[src/rtl/arbmux.sv]
// rtl/arbmux.sv - N-channel round-robin arbiter/mux with registered output stage.
// Optional packet locking enabled by defining ARBMUX_LOCK_EN.
module arbmux #(
  parameter int W = 32,
  parameter int N = 16
) (
  input  logic           clk,
  input  logic           rst,
  input  logic [N-1:0]   in_valid,
  input  logic [N*W-1:0] in_data,
  input  logic [N-1:0]   in_last,
  output logic [N-1:0]   in_ready,
  output logic           out_valid,
  output logic [W-1:0]   out_data,
  output logic           out_last,
  output logic [N-1:0]   out_grant,
  input  logic           out_ready
);

  localparam int PW = (N > 1) ? $clog2(N) : 1;

  logic [PW-1:0] ptr_q, ptr_d;
  logic          out_valid_q;
  logic [W-1:0]  out_data_q;
  logic          out_last_q;
  logic [N-1:0]  out_grant_q;

  logic          load;
  logic          xfer;
  logic          found;
  logic [N-1:0]  eligible;
  logic [N-1:0]  winner;
  logic [PW-1:0] win_idx;
  logic [PW-1:0] next_ptr;
  logic [W-1:0]  sel_data;
  logic          sel_last;

`ifdef ARBMUX_LOCK_EN
  typedef enum logic {IDLE, LOCKED} lock_state_e;
  lock_state_e  state_q, state_d;
  logic [N-1:0] lock_mask_q, lock_mask_d;

  // While mid-packet only the locked channel may win.
  assign eligible = (state_q == LOCKED) ? (in_valid & lock_mask_q) : in_valid;
`else
  assign eligible = in_valid;
`endif

  assign load = !out_valid_q || out_ready;

  always_comb begin
    int idx;
    winner  = '0;
    win_idx = '0;
    found   = 1'b0;
    idx     = 0;
    for (int j = 0; j < N; j++) begin
      idx = int'(ptr_q) + j;
      if (idx >= N) idx = idx - N;
      if (!found && eligible[PW'(idx)]) begin
        winner[PW'(idx)] = 1'b1;
        win_idx          = PW'(idx);
        found            = 1'b1;
      end
    end
  end

  always_comb begin
    sel_data = '0;
    sel_last = 1'b0;
    for (int i = 0; i < N; i++) begin
      sel_data = sel_data | (in_data[i*W +: W] & {W{winner[i]}});
      sel_last = sel_last | (in_last[i] & winner[i]);
    end
  end

  assign in_ready = (load && !rst) ? winner : '0;
  assign xfer     = load && !rst && found;
  assign next_ptr = (win_idx == PW'(N - 1)) ? '0 : win_idx + PW'(1);

  always_comb begin
    ptr_d = ptr_q;
`ifdef ARBMUX_LOCK_EN
    state_d     = state_q;
    lock_mask_d = lock_mask_q;
    if (xfer) begin
      if (sel_last) begin
        state_d = IDLE;
        ptr_d   = next_ptr;
      end else begin
        state_d     = LOCKED;
        lock_mask_d = winner;
      end
    end
`else
    if (xfer) ptr_d = next_ptr;
`endif
  end

  always_ff @(posedge clk) begin
    if (rst) begin
      ptr_q       <= '0;
      out_valid_q <= 1'b0;
      out_data_q  <= '0;
      out_last_q  <= 1'b0;
      out_grant_q <= '0;
`ifdef ARBMUX_LOCK_EN
      state_q     <= IDLE;
      lock_mask_q <= '0;
`endif
    end else begin
      ptr_q <= ptr_d;
`ifdef ARBMUX_LOCK_EN
      state_q     <= state_d;
      lock_mask_q <= lock_mask_d;
`endif
      if (load) begin
        out_valid_q <= found;
        // Payload holds its last value when nothing is granted.
        if (found) begin
          out_data_q  <= sel_data;
          out_last_q  <= sel_last;
          out_grant_q <= winner;
        end
      end
    end
  end

  assign out_valid = out_valid_q;
  assign out_data  = out_data_q;
  assign out_last  = out_last_q;
  assign out_grant = out_grant_q;

endmodule

[config.mk]
export PLATFORM = sky130hd
export DESIGN_NAME = arbmux
export DESIGN_NICKNAME = d
export VERILOG_FILES = /design/src/rtl/arbmux.sv
export SDC_FILE = /design/constraint.sdc
export NUM_CORES = 1
export LEC_CHECK = 0
export ABC_AREA = 1
export CELL_PAD_IN_SITES_DETAIL_PLACEMENT = 0
export CELL_PAD_IN_SITES_GLOBAL_PLACEMENT = 1
export CORE_AREA = 2 2 238 240
export DETAILED_ROUTE_END_ITERATION = 6
export DIE_AREA = 0 0 240 242
export PLACE_DENSITY = 0.62
export SETUP_SLACK_MARGIN = 0.02
export SYNTH_ARGS = -nofsm -noshare
export SYNTH_HDL_FRONTEND = slang
export SYNTH_SLANG_ARGS = --single-unit
export TNS_END_PERCENT = 20
[constraint.sdc]
create_clock -name clk -period 8.9 [get_ports clk]
set_clock_uncertainty 0.05 [all_clocks]
set_input_delay 1.78 -clock clk [delete_from_list [all_inputs] [get_ports clk]]
set_output_delay 1.78 -clock clk [all_outputs]
set_load 0.005 [all_outputs]
==> impl_metrics.csv <==
group,metric,value,unit
status,status,"finished clean",
timing,post-route-period-util,0.8665,
setup_path,crit_family,"buffers and inverters",
grt,antenna_found_initial,15,
setup_path,critPathSlowestCell,"clkdlybuf4s50_1",
floorplanning,die_w,240,µm
timing,fin_crit,7712,ps
logic_synthesis,synth_area,9264,µm²
grt,grt_remaining_overflow,0,
setup_path,startpoint_type,"input pin",
layout,post_route_cells_drive_above_1_share,0.03966,
grt,grt_use_met2,0.4129,
place,place.detailed.hpwl,63520,µm
grt,grt_usage,0.2499,
routing,vias,14581,
logic_synthesis,async_flop_share,0,
timing,setup_tns,0,ps
logic_synthesis,synth_largest_area_cell,"nand2_1",
place,place_ws,1268,ps
floorplanning,core_area,55730,µm²
logic_synthesis,synth_area_leaders,"nand2_1 (31%), dfxtp_1 (12%), nand3_1 (9.4%)",
clock_tree,clock_sinks,54,
pwr,p_comb_frac,0.878,
floorplanning,die-area,58080,µm²
timing,final-setup-viol-count,0,
routing,via_per_inst,4.538,
grt,grt-busiest-layer,"met2",
routing,firstDrtPassIters,5,
clock_tree,cts_made_buffers,5,
timing,report.final.hold_viol_count,0,
routing,detail-route-antenna-nets,0,
pwr,p_int,1.879,mW
floorplanning,fp.dieH,242,µm
pwr,p_per_area,319.0,nW/µm²
timing,drv_slew,0,
setup_path,crit_buf_inv,5,
pwr,sw_frac_of_total,0.6412,
clock_tree,cts-root-buf,"clkbuf_16",
logic_synthesis,ys_types,50,
grt,use_met3,0.04091,
routing,wl_per_cell,23.65,µm
flow_run,max_cap_viol_count,0,
setup_path,required,7070,ps
layout,syn_to_final_growth,77.13,%
routing,drc,0,
setup_path,path_cells,"clkdlybuf4s50_1, nand2_1, nand3_1, nand3_1, nand2_1, nand2_1, nand2_1, clkinv_1, nand4_2, nor2_4, nand3_1, clkinv_1, nand3_1, o2111ai_1, a21oi_1, o211ai_1, nor2_1, o221ai_1, nor2_1, nand2_2, inv_2, nor2_1, clkdlybuf4s50_1",
pwr,power_leakage,7.689,nW
layout,fin_nets,3008,
floorplanning,ios,613,
setup_path,slowest_delay,500,ps
clock_tree,postCtsResizedCells,0,
clock_tree,ctsLongestPathBuffers,2,
logic_synthesis,yosys_warnings,0,
timing,worst_pin_slew,988.8,ps
logic_synthesis,synth_cells,1871,
grt,grt_pass1_vias,14064,
logic_synthesis,synth_seq_cells,54,
pwr,p_seq_frac,0.079,
setup_path,path_max_fanout,10,
timing,rsz0062_at_grt,"no",
clock_tree,postCtsSetupBuffers,0,
clock_tree,clkTransAtPathRegs,80,ps
pwr,switchingPower,3.357,mW
logic_synthesis,syn_avg_cell_area,4.951,µm²
floorplanning,rows,87,
floorplanning,start_util,0.1662,
place,gp_congestion,0.9347,
timing,slew_headroom,0.3398,
grt,grt_pass1_wl,103600,µm
logic_synthesis,synth_top_area_share,0.3083,
logic_synthesis,synth_enable_flop_cells,0,
clock_tree,cts_tree,"done",
min_path,hold_path_class,"reg -> reg",
routing,drt_iter0_markers,1090,
clock_tree,ctsHoldBuffers,0,
logic_synthesis,ys_seq_area_frac,0.1167,
timing,fin_ws,1188,ps
setup_path,worstSetupEndpointType,"primary output",
pwr,vdd_drop_max,0.0001812,V
setup_path,path_class,"in -> out",
logic_synthesis,synth_nets,2434,
grt,grt_max_degree,48,
clock_tree,clock_latency,340,ps
pwr,clkPwrFrac,0.043,
routing,drt-total-wl,75980,µm
grt,grt_use_met1,0.3283,
layout,fillers,6417,
logic_synthesis,synth_top_flop_cell,"dfxtp_1",
setup_path,crit_arrival,5880,ps
place,portBuffers,612,
timing,max_freq,129.7,MHz
clock_tree,ctsHtreeMaxLevel,2,
## sequential cells by signal, indices dropped and copies added (netlist names)
name       count
out_data      32
out_grant     16
out_last       1
out_valid      1
ptr_q          4
## layer usage
metal	vias up	wire (µm)
li1	7115	-
met1	6704	33240
met2	676	35410
met3	82	4955
met4	4	2341
met5	-	27
## cells by family after synthesis
group / count (synthesis) / share of synthesized area
buffers and inverters: 299 / 0.1328
AOI/OAI and AO/OA: 272 / 0.1726
DFF: 54 / 0.1167
and+or+nand+nor: 1224 / 0.5470
xor gates and xnor gates: 6 / 0.009320
adders and majority gates: 16 / 0.02161
## cells in the mapped netlist, types with 3 or more instances
library cell and instances:
o21a_1 6, inv_2 12, a31oi_1 6, ha_1 16, nor2_4 4, o2111ai_1 3, o221ai_1 5, nand3_1 174
nand3b_1 13, nand2_1 761, dfxtp_1 54, o211a_1 4, clkbuf_1 36, nand3_2 3, buf_4 15, o311ai_0 3
o21ai_0 55, nor2_1 201, a22o_1 14, a211oi_1 5, nand4_1 15, clkinv_1 5, a21oi_1 125, nand2_2 16
o211ai_1 17, o21ai_1 9, nor3_1 27, inv_1 197, o22ai_1 13, buf_2 31
## worst reg2reg max path, stage by stage (launching register included)
cell,delay (ps)
dfxtp_1,320
buf_4,280
inv_2,210
ha_1,290
xnor2_1,770
nand3_1,300
nand3_2,190
nand2_1,80
nand4_2,140
nor2_4,60
nand2_2,80
nor2_4,40
nand3_1,100
inv_2,50
nand2_2,80
nor3_1,50
nand2_1,360
o22ai_1,130
inv_1,240
nor2_1,70
nor3_1,460
nand2_2,640
nand2_1,380
nand2_1,80
nor2_1,290
nand3_1,210
nand2_1,110
inv_1,40
## path summary, 6_finish.rpt
check / start / endpoint / slack, ps / depth (start not counted)
hold reg to reg: out_grant[13] / out_grant[13] / 460 / 2
hold / removal: out_grant[13] / out_grant[13] / 460 / 2
setup / recovery: in_valid[15] / in_ready[1] / 1190 / 23
setup reg to reg: ptr_q[0] / out_data[23] / 2690 / 27
## power by group through the flow
stage                     logic [mW]  registers (mW)  clock network (mW)
final                           4.59           0.413               0.228
after global routing            5.05           0.422               0.248
after CTS                       4.64           0.412               0.242
after detailed placement        4.62           0.418                   0
after global placement          4.65           0.414                   0
after floorplan                 2.57           0.401                   0
## stage by stage
stage | total power, mW | hold slack, ps | area [µm²] | std cells | util
6_report | 5.235 | 463.9 | 16410 | 3213 | 0.2944
5_1_grt | 5.722 | 486.6 | 16400 | 3211 | 0.2943
4_1_cts | 5.296 | 463.5 | 16380 | 3202 | 0.2939
3_5_place_dp | 5.040 | 438.2 | 16230 | 3194 | 0.2912
3_3_place_gp | 5.062 | 433.5 | 16230 | 3194 | 0.2912
2_1_floorplan | 2.969 | 440.5 | 9264 | 1871 | -
## area by class of cell
type / count / area, µm² / share of cell area
multi-input cells: 1518 / 6970 / 0.4248
diodes: 11 / 27.53 / 0.001677
well taps: 756 / 945.9 / 0.05764
flip-flops and latches: 54 / 1081 / 0.06588
inverters: 215 / 812.0 / 0.04949
clock buffers: 5 / 125.1 / 0.007625
clock inverters: 3 / 28.78 / 0.001754
repair buffers: 651 / 6419 / 0.3912
## cell usage in the layout, fill, tap and decap left out, drive strengths merged
cell type      netlist  final
nand3b              13     13
o31ai                1      1
inv                210    211
dfxtp               54     54
o211ai              17     17
ha                  16     16
nor3                28     28
xnor2                1      1
a31oi                6      6
nand2              778    778
nor2               207    207
and2                 2      2
xor2                 5      5
o311ai               3      3
clkbuf              36      5
o221ai               5      5
a21boi               2      2
clkinv               5      7
o211a                4      4
a22oi                2      2
o21ai               65     65
o22ai               13     13
diode                0     11
or2                  1      1
nand3              177    177
clkdlybuf4s50        0    612
a21oi              125    125
a22o                14     14
buf                 48     39
o21a                 6      6
o2111ai              3      3
nand4               16     16
a211oi               5      5
nor4                 2      2
o21bai               1      1
Power figures use the tool's default switching activity.
